[src/rtl/payout_pkg.sv]
// Shared types and constants for the change-payout sequencer.
package payout_pkg;

   typedef enum logic [2:0] {
      ST_IDLE,
      ST_SELECT,
      ST_PULSE,
      ST_WAIT_ACK,
      ST_GAP,
      ST_DONE,
      ST_FAULT
   } payout_state_t;

   localparam int COIN_HI = 2;
   localparam int COIN_LO = 1;

   localparam int DEF_VAL_W       = 4;
   localparam int DEF_PULSE_CYC   = 3;
   localparam int DEF_GAP_CYC     = 2;
   localparam int DEF_ACK_TIMEOUT = 8;

   localparam int TMR_W = 8;

endpackage

[src/rtl/payout_timer.sv]
// Loadable down-counter with a terminal-count flag, shared by all timed states.
module payout_timer
   import payout_pkg::*;
(
   input  logic             clk,
   input  logic             rst_n,
   input  logic             load,
   input  logic [TMR_W-1:0] load_val,
   output logic             zero
);

   logic [TMR_W-1:0] cnt;

   always_ff @(posedge clk or negedge rst_n) begin
      if (!rst_n) begin
         cnt <= '0;
      end else if (load) begin
         cnt <= load_val;
      end else if (cnt != '0) begin
         cnt <= cnt - 1'b1;
      end
   end

   assign zero = (cnt == '0);

endmodule

[src/rtl/change_payout.sv]
// Coin-return sequencer: pays an amount greedily from the 2- and 1-unit hoppers,
// one sensor-confirmed coin at a time, with timeout and empty-hopper faults.
//
//  state    | meaning
//  ---------+--------------------------------------------------------
//  IDLE     | waiting for start; remaining holds the last value
//  SELECT   | choose next coin from remaining and hopper flags
//  PULSE    | selected solenoid held high for PULSE_CYC cycles
//  WAIT_ACK | waiting up to ACK_TIMEOUT cycles for the exit sensor
//  GAP      | GAP_CYC idle cycles between coins
//  DONE     | one-cycle completion pulse
//  FAULT    | solenoids off, remaining frozen until clear
module change_payout
   import payout_pkg::*;
#(
   parameter int VAL_W       = DEF_VAL_W,
   parameter int PULSE_CYC   = DEF_PULSE_CYC,
   parameter int GAP_CYC     = DEF_GAP_CYC,
   parameter int ACK_TIMEOUT = DEF_ACK_TIMEOUT
)(
   input  logic             clk,
   input  logic             reset,
   input  logic             start,
   input  logic [VAL_W-1:0] amount,
   input  logic             empty2,
   input  logic             empty1,
   input  logic             coin_sensed,
   input  logic             clear,
   output logic             coin2_out,
   output logic             coin1_out,
   output logic             busy,
   output logic             done,
   output logic             fault,
   output logic [VAL_W-1:0] remaining
);

   payout_state_t    state;
   logic [VAL_W-1:0] coin_val;
   logic             tmr_load;
   logic [TMR_W-1:0] tmr_val;
   logic             tmr_zero;
   logic             tmr_expired;

   // The load is registered with the state change, so the timer is loaded
   // during the first cycle of each timed state; load values are N-2 and
   // each timed parameter must therefore be at least 2.
   assign tmr_expired = tmr_zero && !tmr_load;

   payout_timer u_timer (
      .clk      (clk),
      .rst_n    (reset),
      .load     (tmr_load),
      .load_val (tmr_val),
      .zero     (tmr_zero)
   );

   always_ff @(posedge clk or negedge reset) begin
      if (!reset) begin
         state     <= ST_IDLE;
         coin2_out <= 1'b0;
         coin1_out <= 1'b0;
         busy      <= 1'b0;
         done      <= 1'b0;
         fault     <= 1'b0;
         remaining <= '0;
         coin_val  <= '0;
         tmr_load  <= 1'b0;
         tmr_val   <= '0;
      end else begin
         tmr_load <= 1'b0;
         done     <= 1'b0;
         case (state)
            ST_IDLE: begin
               if (start) begin
                  remaining <= amount;
                  busy      <= 1'b1;
                  state     <= ST_SELECT;
               end
            end
            ST_SELECT: begin
               if (remaining == '0) begin
                  done  <= 1'b1;
                  state <= ST_DONE;
               end else if (remaining >= VAL_W'(COIN_HI) && !empty2) begin
                  coin_val  <= VAL_W'(COIN_HI);
                  coin2_out <= 1'b1;
                  tmr_load  <= 1'b1;
                  tmr_val   <= TMR_W'(PULSE_CYC - 2);
                  state     <= ST_PULSE;
               end else if (!empty1) begin
                  coin_val  <= VAL_W'(COIN_LO);
                  coin1_out <= 1'b1;
                  tmr_load  <= 1'b1;
                  tmr_val   <= TMR_W'(PULSE_CYC - 2);
                  state     <= ST_PULSE;
               end else begin
                  fault <= 1'b1;
                  state <= ST_FAULT;
               end
            end
            ST_PULSE: begin
               if (tmr_expired) begin
                  coin2_out <= 1'b0;
                  coin1_out <= 1'b0;
                  tmr_load  <= 1'b1;
                  tmr_val   <= TMR_W'(ACK_TIMEOUT - 2);
                  state     <= ST_WAIT_ACK;
               end
            end
            ST_WAIT_ACK: begin
               if (coin_sensed) begin
                  remaining <= remaining - coin_val;
                  if (remaining == coin_val) begin
                     done  <= 1'b1;
                     state <= ST_DONE;
                  end else begin
                     tmr_load <= 1'b1;
                     tmr_val  <= TMR_W'(GAP_CYC - 2);
                     state    <= ST_GAP;
                  end
               end else if (tmr_expired) begin
                  fault <= 1'b1;
                  state <= ST_FAULT;
               end
            end
            ST_GAP: begin
               if (tmr_expired) begin
                  state <= ST_SELECT;
               end
            end
            ST_DONE: begin
               busy  <= 1'b0;
               state <= ST_IDLE;
            end
            ST_FAULT: begin
               if (clear) begin
                  fault <= 1'b0;
                  busy  <= 1'b0;
                  state <= ST_IDLE;
               end
            end
            default: begin
               coin2_out <= 1'b0;
               coin1_out <= 1'b0;
               busy      <= 1'b0;
               fault     <= 1'b0;
               state     <= ST_IDLE;
            end
         endcase
      end
   end

endmodule

[config.mk]
export PLATFORM = sky130hd
export DESIGN_NAME = change_payout
export DESIGN_NICKNAME = d
export VERILOG_FILES = /design/src/rtl/payout_pkg.sv /design/src/rtl/payout_timer.sv /design/src/rtl/change_payout.sv
export SDC_FILE = /design/constraint.sdc
export NUM_CORES = 1
export LEC_CHECK = 0
export BUFFER_PORTS_ARGS = -buffer_cell sky130_fd_sc_hd__buf_4
export CAP_MARGIN = 20
export CELL_PAD_IN_SITES_DETAIL_PLACEMENT = 0
export CELL_PAD_IN_SITES_GLOBAL_PLACEMENT = 1
export CORE_UTILIZATION = 39
export CTS_CLUSTER_SIZE = 25
export DETAILED_ROUTE_END_ITERATION = 6
export GPL_ROUTABILITY_DRIVEN = 0
export PLACE_DENSITY = 0.73
export SLEW_MARGIN = 20
export SYNTH_ARGS = -nofsm -noshare
export SYNTH_HDL_FRONTEND = slang
export SYNTH_SLANG_ARGS = --single-unit
export TNS_END_PERCENT = 100
[constraint.sdc]
create_clock -name clk -period 1.71 [get_ports clk]
set_input_delay 0.342 -clock clk [delete_from_list [all_inputs] [get_ports clk]]
set_output_delay 0.342 -clock clk [all_outputs]
set_load 0.02 [all_outputs]
## Word level (Yosys, flattened, before mapping)

Index checks and enable logic that the tools add are counted.

| cells by class | value |
|---|---|
| add/subtract/negate cells | 2 |
| multiply operators | 0 |
| divide/modulo/power cells | 0 |
| $lt $le $gt $ge | 1 |
| equality and inequality tests | 23 |
| shift-type cells | 0 |
| mux-type cells | 53 |
| bitwise gates (word level) | 4 |
| reduce and logical (&&, ||, !) cells | 22 |

Operators by type and width:

| operator | number |
|---|---|
| two-way mux 8 bit | 8 |
| two-way mux 3 bit | 9 |
| inequality test 2 bit (second input constant) | 13 |
| case mux 8 bit (3 select lines) | 1 |
| two-way mux 1 bit | 23 |
| case mux 3 bit (6 select lines) | 1 |
| two-way mux 4 bit | 4 |
| case mux 1 bit (3 select lines) | 4 |
| AND reduction 5 bit | 2 |
| equality test 3 bit (second input constant) | 3 |
| AND reduction 3 bit | 3 |
| logical NOT 8 bit | 1 |
| case mux 4 bit (2 select lines) | 1 |
| nonzero test 8 bit | 1 |
| OR reduction 4 bit | 2 |
| subtractor 8 x 1 -> 8 bit (second input constant) | 1 |
| AND reduction 7 bit | 1 |
| equality test 3 x 2 -> 1 bit (second input constant) | 2 |
| inequality test 3 bit (second input constant) | 2 |
| AND reduction 6 bit | 1 |
| OR reduction 5 bit | 1 |
| equality test 4 bit | 1 |
| >= comparator 4 x 2 -> 1 bit (second input constant) | 1 |
| logical NOT 4 bit | 1 |
| 12 further kinds | 18 |

| word-level totals | value |
|---|---|
| register bits | 33 |
| bits in latches | 0 |
| RAM bits | 0 |
| ROM bits | 0 |
| input port bits | 11 |
| output and inout bits | 9 |
| memories | 0 |

## Depth between registers and ports, before layout

Gate-level depths: netlist of the first run.

| logic depth | value |
|---|---|
| word-level depth | 5 |
| depth in mapped cells | 6 |

## Cells and area by module

A second synthesis of the first run with hierarchy kept.

| unflattened totals | value |
|---|---|
| cells, all modules | 159 |
| area total of the unflattened synthesis | 1453.9 µm² |

Modules (own cells, without submodules):

| module | instances | cells each | area each (µm²) | sequential area each (µm²) |
|---|---|---|---|---|
| change_payout | 1 | 105 | 965.9 | 425.4 |
| payout_timer | 1 | 54 | 488.0 | 200.2 |

## Worst setup path after synthesis of the first run

Ideal clock, no wire load.

| path | value |
|---|---|
| kind | flip-flop to flip-flop |
| start | register u_timer.cnt[0] |
| end | register coin1_out |
| library setup time | 0.134 ns |
| data arrival time | 1.646 ns |
| path slack | -0.070 ns |
| stages on the path, launching flop included | 7 |
| path buffers | 0 |
| cells stage by stage | dfrtp_1 > inv_1 > ha_1 > or3b_2 > or3_4 > nor2_4 > o32ai_1 |

| between the ends | value |
|---|---|
| longest elaborated chain between the ends | 4 |

Ends and longest elaborated chain:

| element | RTL line | RTL |
|---|---|---|
| from (decl) | payout_timer.sv:12 | `logic [TMR_W-1:0] cnt;` |
| from (signal assigned) | payout_timer.sv:18 | `cnt <= load_val;` |
| from (signal assigned) | payout_timer.sv:20 | `cnt <= cnt - 1'b1;` |
| logical NOT 8 bit | payout_timer.sv:24 | `assign zero = (cnt == '0);` |
| logical AND 1 bit | change_payout.sv:47 | `assign tmr_expired = tmr_zero && !tmr_load;` |
| inequality test 2 bit (no source line) | -- |  |
| AND reduction 5 bit (no source line) | -- |  |
| to (signal assigned) | change_payout.sv:61 | `coin1_out <= 1'b0;` |
| to (signal assigned) | change_payout.sv:92 | `coin1_out <= 1'b1;` |
| to (signal assigned) | change_payout.sv:104 | `coin1_out <= 1'b0;` |
| to (decl) | change_payout.sv:30 | `output logic coin1_out,` |

Every way passes these cells.
A chain may end at the register's enable or synchronous reset.

## Worst setup path in the final report of the first run

| path | value |
|---|---|
| start | register u_timer.cnt[1] |
| end | register coin1_out |

The elaborated chain is that of the path after synthesis.

==> results.tsv, run 1 <==
metric	value	unit
status	finished clean	
dr.pass1.iters	4	
regArea	625.6	sq um
ant_nets	0	
syn-num-nets	174	
root_buffer	clkbuf_8	
worstReg2RegEnd	coin1_out	
setup_violations	0	
numPortBuffers	19	
p_sw_share	43.68	%
synth_top_cells_by_count	25 x dfrtp_1, 14 x nand2_1, 11 x inv_1, 10 x nor2_1	
ys_seq_elements	25	
r2r_slack	0.03	ns
clk_pin_slew	0.10	ns
seqPwrFrac	30.0	%
synth-seq-area-share	42.41	%
dp_hpwl	2691	um
power_leakage	0.8458	nW
synth_top_cell_by_area	dfrtp_1	
synthFlopType	dfrtp_1	
rsz0062_at_grt	true	
worstHoldStart	empty1	
cp-start-kind	flip-flop	
hold_depth	2	
holdWs	0.2970	ns
synth_edf_count	0	
synthTopCellsByArea	dfrtp_1 42%, nand2_1 3.6%, ha_1 3.4%	
min_path_type	in2reg	
cts_tree	yes	
grt_max_degree	26	
numCtsBuffers	3	
required	1.87	ns
diodes	0	
track_usage	19.70	%
maxCapViolCount	0	
die_h	63.50	um
routed-wl-met2	1697	um
pwr-share-comb	60.2	%
ioPinCount	20	
cpMaxStageDelayCell	dfrtp_1	
relSlewSlack	69.46	%
clockPowerShare	9.8	%
grt_first_pass_wirelength	6237	um
hold_viol_final	0	
grt-ovfl-total	0	
min_to	coin1_out	
critical_path.top_delay_family	simple AND/OR/NAND/NOR gates	
skew	0.01073	ns
wl_met3	149	um
via_per_inst	5.520	
synth.most_common_cell	dfrtp_1	
fin_crit_sh	98.04	%
switching_power	1.594	mW
ys_types	53	
path_class	reg2reg	
die_area	0.004032	sq mm
syn_area	0.001475	sq mm
path_max_fanout	3	
htreeDepth	1	
drt_iter0_drc	72	
crit_chain	inv_2 -> ha_4 -> or3b_4 -> or3_4 -> nor2_4 -> o32ai_1	
max_slew.worst_pin.slew	0.4570	ns
p_int	2.055	mW
worstReg2RegStart	u_timer.cnt[1]	
coreArea	0.003468	sq mm
min_period	1.677	ns
cp_slowest_stage_delay	0.40	ns
worstSkewPairLatency	0.27	ns
ir_worst_vdd	0.0008332	V
clock_path_buffers	2	
fillers	341	
multi_input_area	804.5	sq um
syn_area_per_cell	9.336	sq um
synth_warnings	0	
synth_top_cell_area_share	42.41	%
dr.max_layer_used	met4	
async_flop_share	100.0	%
fmax	596.5	MHz
fp.dieW	63.50	um
placementRows	21	
fin_nets	215	
antenna_found_initial	0	
syn-instance-count	158	
fin_area	0.001897	sq mm
cts_num_sinks	25	
avgRoutedWirePerCell	14.98	um
routed_wl	3655	um
rr_worst_depth	6	
drcViolationCount	0	
postPlaceCellArea	0.001794	sq mm
slew_violations	0	
area_delta_synth_final	28.58	%
grt_pass1_vias	1292	
cp_data_arrival_time	1.83	ns
drive_above_1_share	30.81	%
vias	1347	
powerDensity	1924	mW/mm^2
initial_core_util	42.53	%
crit_path_end_kind	flip-flop	
routedLengthMet1	1785	um
crit_buf_inv	1	
[worst max-delay path by stage]
stage              startpoint        end  slack (ns)  cells after the start
2_1_floorplan  u_timer.cnt[0]  coin1_out        0.03                      6
3_3_place_gp   u_timer.cnt[0]  coin1_out        0.02                      6
3_5_place_dp   u_timer.cnt[0]  coin1_out       -0.03                      6
4_1_cts        u_timer.cnt[0]  coin1_out      -0.001                      6
5_1_grt        u_timer.cnt[0]  coin1_out       -0.05                      6
6_report       u_timer.cnt[1]  coin1_out        0.03                      6
[flip-flops by register name, summed over array words and instances (netlist names)]
name	count
coin1_out	1
busy	1
done	1
coin_val	2
state	3
u_timer.cnt	8
remaining	4
tmr_load	1
tmr_val	2
fault	1
coin2_out	1
[power groups by stage]
stage               sequential [mW]  clock [mW]  combinational [mW]
detailed placement             1.10           0                2.07
floorplan                      1.18           0                1.23
CTS                            1.09       0.367                2.14
global placement               1.08           0                2.02
global route                   1.14       0.399                2.43
finish                         1.10       0.357                2.20
[worst register-to-register path: cells and delay by family (launching register included)]
family                     cells  cell delay, ns
AOI/OAI and AO/OA              1            0.07
adders and majority gates      1            0.13
buffers and inverters          1            0.09
DFF                            1            0.40
and+or+nand+nor                3            0.86
[per-stage QoR]
| stage | cells | worst slack, ns | utilization (%) | power, mW | setup TNS, ns |
|---|---|---|---|---|---|
| after floorplan | 158 | 0.02822 | - | 2.410 | 0 |
| after global placement | 236 | 0.02015 | 51.73 | 3.108 | 0 |
| after detailed placement | 236 | -0.03160 | 51.73 | 3.164 | -0.05071 |
| after CTS | 243 | -0.0009912 | 54.15 | 3.596 | -0.0009912 |
| after global routing | 244 | -0.04571 | 54.69 | 3.961 | -0.1513 |
| final | 244 | 0.03349 | 54.69 | 3.649 | 0 |
[area by class of cell]
type	instances	area share (%)
multi-input cells	114	42.41
flip-flops and latches	25	32.98
repair buffers	41	16.36
well taps	46	3.034
inverters	14	2.770
clock buffers	3	2.177
clock inverters	1	0.2639
[cells by family (layout without fill, tap and decap cells)]
group / Yosys count / count (layout) / synth area share [%]
AND/OR/NAND/NOR: 55 / 55 / 21.29
buffers and inverters: 19 / 59 / 4.834
flip-flops: 25 / 25 / 42.41
XOR/XNOR: 5 / 5 / 2.968
AO/OA/AOI/OAI: 47 / 47 / 22.31
adder cells (fa/ha/maj): 5 / 5 / 4.750
multiplexers: 2 / 2 / 1.442
[routing by layer]
layer  global-route usage (%)  vias up
met5                        0        -
met4                    3.409        0
met3                    3.986        4
met2                    31.52       35
met1                    27.54      646
li1                         -      662
[cells in the final DEF, fill, tap and decap left out, types with 2 or more instances in the layout]
| cell type | synthesis | routed |
|---|---|---|
| a21oi_1 | 7 | 7 |
| a22oi_1 | 3 | 3 |
| and2_1 | 2 | 2 |
| buf_4 | 0 | 40 |
| clkbuf_8 | 0 | 3 |
| dfrtp_1 | 25 | 25 |
| ha_1 | 4 | 3 |
| inv_1 | 11 | 9 |
| inv_2 | 3 | 5 |
| nand2_1 | 14 | 14 |
| nand3_1 | 3 | 3 |
| nand3b_1 | 2 | 2 |
| nor2_1 | 10 | 10 |
| nor2b_1 | 3 | 3 |
| nor3_1 | 7 | 6 |
| nor3_2 | 1 | 2 |
| nor4_1 | 2 | 2 |
| o211ai_1 | 5 | 5 |
| o21ai_0 | 5 | 5 |
| o21ai_1 | 4 | 4 |
| o22ai_1 | 3 | 3 |
| o2bb2ai_1 | 2 | 2 |
| o32ai_1 | 3 | 3 |
| xnor2_1 | 4 | 4 |
[timing repair]
item / in CTS / in global routing
setup buffers: 2 / 1
endpoints found under the hold margin: 25 / 0
hold buffers: 1 / 0
resized for setup: 4 / 3
pin swaps: 3 / 2
endpoints found under the setup margin: 7 / 12
(Power assumes the default switching activity.)
==> inputs of run 2 (changes only) <==
Clock period 1.71 ns to 1.45 ns, I/O delays scaled along.
==> run 2 against run 1 <==
The flow now finishes with violations (negative setup slack). Combinational power is 46% higher. Setup slack worse by 0.33 ns. Clock-buffer cell count stayed put. Global-route usage is 1.0 points higher. Largest cell class unchanged.
==> results.tsv, run 2 (synthesis gave the netlist of run 1 again) <==
metric	value	unit	change
slew_violations	0		unchanged
path_class	reg2reg		
setup_violations	19		+19
relSlewSlack	71.00	%	+1.5 points
drt_iter0_drc	70		-2.8%
powerDensity	2315	mW/mm^2	+20%
final_util	61.08	%	+6.4 points
required	1.60	ns	-0.27 ns
crit_buf_inv	1		unchanged
die_area	0.004032	sq mm	unchanged
grt_first_pass_wirelength	6451	um	+3.4%
antenna_found_initial	0		unchanged
clk_pin_slew	0.09	ns	about the same
crit_chain	inv_2 -> ha_4 -> or3b_4 -> or3_4 -> nor2_4 -> o32ai_2		
routed_wl	3864	um	+5.7%
final_common_cell	buf_4		
critical_path.top_delay_family	simple AND/OR/NAND/NOR gates		
grt_max_degree	26		unchanged
avgRoutedWirePerCell	14.86	um	-0.79%
via_per_inst	5.385		-2.5%
drive_above_1_share	43.46	%	+13 points
mostFrequentLayoutCells	54 x buf_4, 23 x dfrtp_1, 14 x nand2_1		
power_leakage	0.9414	nW	+11%
track_usage	20.74	%	+1.0 points
max_slew.worst_pin.slew	0.4331	ns	-0.02382 ns
skew	0.001455	ns	-0.009272 ns
ioPinCount	20		unchanged
violations	negative setup slack		
cts_tree	yes		
fin_crit_sh	120.5	%	+22 points
min_period	1.748	ns	+0.07112 ns
numPortBuffers	19		unchanged
status	complete, but fails checks		
top_register	u_timer.cnt		
diodes	0		unchanged
die_h	63.50	um	unchanged
path_max_fanout	3		unchanged
worstSkewPairLatency	0.27	ns	about the same
numCtsBuffers	3		unchanged
grt_pass1_vias	1377		+6.6%
cp-start-kind	flip-flop		
area_delta_synth_final	43.60	%	
top_regs	u_timer.cnt (8), remaining (4), state (3)		
initial_core_util	42.53	%	unchanged
ir_worst_vdd	0.0009132	V	+9.6%
fp.dieW	63.50	um	unchanged
vias	1400		+3.9%
dp_hpwl	2875	um	+6.8%
min_path_type	in2reg		
fin_nets	231		+7.4%
setup_tns	-2.766	ns	-2.766 ns
grt-ovfl-total	0		unchanged
fillers	322		-5.6%
htreeDepth	1		unchanged
cpMaxStageDelayCell	dfrtp_1		
fmax	572.2	MHz	-4.1%
rsz0062_at_grt	true		
ant_nets	0		unchanged
dr.pass1.iters	4		unchanged
hold_viol_final	0		unchanged
clock_path_buffers	2		unchanged
coreArea	0.003468	sq mm	unchanged
cp_data_arrival_time	1.90	ns	+0.07 ns
setup_slack	-0.2976	ns	-0.3311 ns
maxCapViolCount	0		unchanged
root_buffer	clkbuf_8		
crit_path_end_kind	flip-flop		
preCtsSetupSlack	-0.2924	ns	-0.2608 ns
largest_reg_flops	8		unchanged
cts_num_sinks	25		unchanged
placementRows	21		unchanged
cp_slowest_stage_delay	0.40	ns	about the same
drcViolationCount	0		unchanged
run 2: worst register-to-register path, stage by stage (launching register included):
cell and delay (ns):
dfrtp_1 0.40, inv_2 0.08, ha_4 0.13, or3b_4 0.39, or3_4 0.38, nor2_4 0.16
o32ai_2 0.08
run 2: worst paths after layout:
| path | slack, ns | start | endpoint | cells past startpoint |
|---|---|---|---|---|
| setup / recovery | -0.30 | u_timer.cnt[1] | coin1_out | 6 |
| hold / removal | 0.26 | empty2 | coin_val[1] | 2 |
| setup reg to reg | -0.30 | u_timer.cnt[1] | coin1_out | 6 |
| hold reg to reg | 0.52 | tmr_val[0] | u_timer.cnt[0] | 2 |
| max in group asynchronous | 0.73 | reset | remaining[0] | 2 |
| min in group asynchronous | 0.45 | reset | remaining[3] | 2 |
run 2: repair_timing:
action | CTS | global route
setup buffers | 4 | 3
resized for setup | 9 | 8
hold buffers | 1 | 0
hold endpoints to repair | 25 | 0
pin swaps | 6 | 4
setup endpoints to repair | 18 | 24
run 2: stage by stage:
stage	area (sq um)	cells	hold WS, ns	power (mW)
after global placement	1927	248	0.2164	4.033
after detailed placement	1927	248	0.2220	4.117
final	2118	260	0.2642	4.903
after global routing	2118	260	0.2530	5.295
after floorplan	1530	158	-0.005591	2.989
after CTS	2059	257	0.2498	4.772
run 2: report_power, final:
group	switching, mW	internal (mW)
Clock	0.230	0.192
Combinational	1.62	1.59
Sequential	0.246	1.02
run 2: final cells by class:
cell class	instances	area, sq um	area share [%]
Timing Repair Buffer	57	437.9	20.67
Tap cell	46	57.56	2.717
Sequential cell	25	628.1	29.65
Multi-Input combinational cell	114	895.9	42.29
Inverter	14	52.55	2.481
Clock buffer	3	41.29	1.949
Clock inverter	1	5.005	0.2363
run 2: metal layers:
layer / vias to the layer above / routed length (um) / global-route usage [%] / part of all wire (%)
met3: 4 / 129 / 4.167 / 3.3
met4: 0 / 42 / 4.545 / 1.1
li1: 690 / - / - / -
met5: - / 0 / 0 / 0
met1: 679 / 1904 / 28.38 / 49
met2: 27 / 1787 / 33.51 / 46
